<file path="src/rtl/led_pattern_ctrl.sv">
// led_pattern_ctrl: WIDTH-bit LED pattern engine driven by a 3-bit mode switch.
// The pattern advances once every TICK_DIV enabled clocks. A parallel load
// and a mode change both restart the prescaler, so the first step always
// lands TICK_DIV enabled clocks after either event. All outputs come from flops.
module led_pattern_ctrl #(
  parameter int WIDTH    = 8,
  parameter int TICK_DIV = 4
) (
  input  logic             Clk,
  input  logic             Rst,
  input  logic             En,
  input  logic [2:0]       SW,
  input  logic             Load,
  input  logic [WIDTH-1:0] Din,
  output logic [WIDTH-1:0] LED,
  output logic [2:0]       Mode,
  output logic             Step
);

  // The prescaler is at least one bit wide, so TICK_DIV=1 still works.
  localparam int PW = (TICK_DIV > 1) ? $clog2(TICK_DIV) : 1;
  localparam logic [PW-1:0] PMAX = PW'(TICK_DIV - 1);

  typedef enum logic [2:0] {
    M_HOLD  = 3'b000,
    M_ROTL  = 3'b001,
    M_ROTR  = 3'b010,
    M_UP    = 3'b011,
    M_DOWN  = 3'b100,
    M_PING  = 3'b101,
    M_BLINK = 3'b110,
    M_FILL  = 3'b111
  } mode_e;

  mode_e          mode_q;
  logic [PW-1:0]  pcnt;
  logic           dir;      // ping-pong direction: 0 = moving up/left, 1 = right
  logic [WIDTH-1:0] nxt_led;
  logic           nxt_dir;

  assign Mode = mode_q;

  // Next LED value and direction if a step were taken this cycle in the current mode.
  always_comb begin
    nxt_led = LED;
    nxt_dir = dir;
    case (mode_q)
      M_HOLD:  nxt_led = LED;
      M_ROTL:  nxt_led = {LED[WIDTH-2:0], LED[WIDTH-1]};
      M_ROTR:  nxt_led = {LED[0], LED[WIDTH-1:1]};
      M_UP:    nxt_led = LED + WIDTH'(1);
      M_DOWN:  nxt_led = LED - WIDTH'(1);
      M_PING: begin
        if (LED == '0) begin
          // An empty bank would never move; reseed from the LSB.
          nxt_led = WIDTH'(1);
          nxt_dir = 1'b0;
        end else if (!dir) begin
          if (LED[WIDTH-1]) begin
            nxt_dir = 1'b1;
            nxt_led = LED >> 1;
          end else begin
            nxt_led = LED << 1;
          end
        end else begin
          if (LED[0]) begin
            nxt_dir = 1'b0;
            nxt_led = LED << 1;
          end else begin
            nxt_led = LED >> 1;
          end
        end
      end
      M_BLINK: nxt_led = ~LED;
      M_FILL:  nxt_led = (&LED) ? '0 : {LED[WIDTH-2:0], 1'b1};
    endcase
  end

  // Prioritised state update: reset, load, mode change, step, count, freeze.
  always_ff @(posedge Clk) begin
    if (!Rst) begin
      LED    <= WIDTH'(1);
      pcnt   <= '0;
      dir    <= 1'b0;
      mode_q <= M_HOLD;
      Step   <= 1'b0;
    end else if (Load) begin
      LED    <= Din;
      pcnt   <= '0;
      dir    <= 1'b0;
      mode_q <= mode_e'(SW);
      Step   <= 1'b0;
    end else if (mode_e'(SW) != mode_q) begin
      // dir is deliberately kept so ping-pong resumes its old direction.
      mode_q <= mode_e'(SW);
      pcnt   <= '0;
      Step   <= 1'b0;
    end else if (En && (pcnt == PMAX)) begin
      pcnt <= '0;
      Step <= 1'b1;
      LED  <= nxt_led;
      dir  <= nxt_dir;
    end else if (En) begin
      pcnt <= pcnt + PW'(1);
      Step <= 1'b0;
    end else begin
      Step <= 1'b0;
    end
  end

endmodule

</file>
<file path="config.mk">
export PLATFORM = sky130hd
export DESIGN_NAME = led_pattern_ctrl
export DESIGN_NICKNAME = d
export VERILOG_FILES = /design/src/rtl/led_pattern_ctrl.sv
export SDC_FILE = /design/constraint.sdc
export NUM_CORES = 1
export LEC_CHECK = 0
export CAP_MARGIN = 30
export CORE_ASPECT_RATIO = 0.8
export CORE_UTILIZATION = 50
export CTS_CLUSTER_DIAMETER = 60
export DETAILED_ROUTE_END_ITERATION = 10
export PLACE_DENSITY = 0.84
export SLEW_MARGIN = 20
export SYNTH_ARGS = -nofsm -noshare
export SYNTH_HDL_FRONTEND = slang
export SYNTH_SLANG_ARGS = --single-unit
export TNS_END_PERCENT = 100
</file>
<file path="constraint.sdc">
create_clock -name Clk -period 4.3 [get_ports Clk]
set_input_delay 0.645 -clock Clk [delete_from_list [all_inputs] [get_ports Clk]]
set_output_delay 0.645 -clock Clk [all_outputs]
set_load 0.01 [all_outputs]
</file>
==> flow_summary.ini <==
[sta]
rsz0062_at_grt = no
clock_skew_ns = 0.007062
worst_slack_ns = 1.209
worstMarginPinSlew_ns = 0.9184
period_share = 0.7189
timing_hold_violations_final = 0
setup_viol = 0
whs_ns = 0.5316
finalMaxSlewViolations = 0
relSlewSlack = 0.3869
fin_tns_setup_ns = 0
fin_crit_ns = 3.091
max_clock_freq_mhz = 323.5

[critical_path]
worstPathRequired_ns = 4.48
crit_fanout = 26
path_class = register to register
crit_path_end_kind = register
cp-start-kind = register
arrival_ns = 3.28
rr_worst_depth = 9

[logic_synthesis]
synth.area.top_cells = dfxtp_1 (21%), nand2_1 (5.1%), a21oi_1 (4.6%)
synth_top_family_by_area = compound AO/OA/AOI/OAI gates
synth_nets = 215
synth_top_area_frac = 0.2131
synth-simple-area-share = 0.2966
synthMuxAreaShare = 0.01421
synthAdderAreaFrac = 0.01776
synth.distinct_cells = 58
synth_xor_area_frac = 0.05595
synth_compound_area_frac = 0.3268
yosys_warnings = 0
ys_ff_latch = 15
syn_avg_cell_area_um2 = 7.115
synth_edf_count = 0
syn_inst = 198
syn_area_mm2 = 0.001409
synthFlopType = dfxtp_1
async_flop_share = 0
yosys.area.top_type = dfxtp_1
yosysSeqAreaShare = 0.2131

[clock_tree]
postCtsHoldBufs = 0
postCtsResizedCells = 0
ctsLongestPathBuffers = 2
cts_tree = done
htree_levels = 1
cts.sinks = 15
cts_setup_buffers = 0
clk_pin_slew_ns = 0.11
numCtsBuffers = 3
worst_skew_pair.late_latency_ns = 0.29
cts-root-buf = clkbuf_4

[floorplan]
die_y_um = 49.48
die_w_um = 61.35
io_pins = 27
num_rows = 16
core_area_mm2 = 0.002562
start_util = 0.5498
die-area_mm2 = 0.003035

[global_routing]
grt_overflow = 0
grt_use_total = 0.2959
grt_max_degree = 27
antenna_found_initial = 0
grt_pass1_wl_um = 6762
grt_pass1_vias = 1467

[detailed_routing]
drt-total-wl_um = 4157
via_count = 1649
firstDrtPassIters = 7
postRouteAntennaNets = 0
drc = 0
wl_per_cell_um = 16.69
drt-initial-drc-count = 108
viasPerCell = 6.622

[layout]
regArea_um2 = 300.3
area.growth.synth_to_final_pct = 19.54
fin_util = 0.6572
finalInstanceArea_mm2 = 0.001684
multiInputGateArea_mm2 = 0.001002
layout.nets = 231
nFillCells = 235
diodes = 0
drive_gt1_frac = 0.07042

[power]
p_leak_nw = 0.5965
powerDensity_mw_per_mm2 = 211.4
ir_worst_vdd_v = 0.0001709

[worst_hold_path]
hold_path_class = register to register
whs_path_depth = 2

[placed_design]
dpl_cell_area_mm2 = 0.001657
dp_hpwl_um = 2983
gp_congestion = 0.9592
place.port_buffers = 26
place_ws_ns = 1.291

[run_status]
status = complete, no violations

[job]
drv_cap = 0
layout by cell type, fill, tap and decap left out, types with 3 or more instances in the layout:
cell / netlist / routed
nor2b_1: 9 / 9
a211oi_1: 3 / 3
nand2_1: 19 / 19
inv_1: 9 / 9
and2_1: 4 / 4
a21oi_1: 13 / 13
nor3_1: 5 / 5
nand4_1: 3 / 3
o21ai_0: 13 / 13
o21a_1: 4 / 4
o22ai_1: 3 / 3
clkdlybuf4s50_1: 0 / 26
xor2_1: 4 / 4
a221oi_1: 3 / 3
nand3_1: 4 / 4
nor2_1: 16 / 16
o21ai_1: 3 / 3
dfxtp_1: 15 / 15
clkbuf_4: 0 / 3
a31oi_1: 4 / 4
xnor2_1: 5 / 5
registers in the layout, indices dropped and copies added (netlist names):
name,flops
LED,8
Mode,3
pcnt,2
Step,1
dir,1
power by group:
part           total (mW)  switching (mW)  internal (mW)
Sequential          0.170          0.0244          0.145
Combinational      0.0994          0.0473         0.0520
Clock              0.0870          0.0524         0.0346
Total               0.356           0.124          0.232
worst max-delay path: stages (launching register included):
cell and delay [ns]:
dfxtp_1 0.94, or3b_1 0.41, xnor2_1 0.11, ha_1 0.25, nor2_1 0.20, nor4b_2 0.26, a41oi_1 0.09, and3_1 0.24
a2111oi_1 0.36, a21oi_1 0.12
Yosys cell counts, types with 5 or more instances:
master     n
nand2_1   19
nor2_1    16
dfxtp_1   15
a21oi_1   13
o21ai_0   13
clkbuf_1   9
inv_1      9
nor2b_1    9
buf_2      7
nor3_1     5
xnor2_1    5
worst paths after layout:
path | startpoint | end | slack [ns]
max | Mode[1] | LED[4] | 1.21
min | pcnt[1] | pcnt[1] | 0.53
max reg2reg | Mode[1] | LED[4] | 1.21
min reg2reg | pcnt[1] | pcnt[1] | 0.53
area by class of cell:
| type | instances | area share |
|---|---|---|
| Clock buffer | 3 | 0.01337 |
| Clock inverter | 1 | 0.002972 |
| Inverter | 9 | 0.02006 |
| Multi-Input combinational cell | 157 | 0.5951 |
| Sequential cell | 15 | 0.1783 |
| Tap cell | 36 | 0.02675 |
| Timing Repair Buffer | 28 | 0.1634 |
through the flow:
stage,instances,power (mW)
2_1_floorplan,198,0.2291
3_3_place_gp,245,0.2662
3_5_place_dp,245,0.2693
4_1_cts,249,0.3567
5_1_grt,249,0.3753
6_report,249,0.3560
cells by family (layout without fill, tap and decap cells):
kind of cell | after synthesis | after routing
buf+inv | 26 | 41
mux | 2 | 2
xor+xnor | 9 | 9
flops | 15 | 15
compound gates | 67 | 67
fa+ha+maj | 2 | 2
simple gates | 77 | 77
per-layer routing:
metal | wire [um] | part of all wire | vias up | track usage
li1 | - | - | 770 | -
met1 | 1782 | 0.43 | 763 | 0.4210
met2 | 1892 | 0.46 | 103 | 0.4583
met3 | 415 | 0.10 | 13 | 0.04987
met4 | 68 | 0.016 | 0 | 0.07778
met5 | 0 | 0 | - | 0
Power figures use the tool's default switching activity.
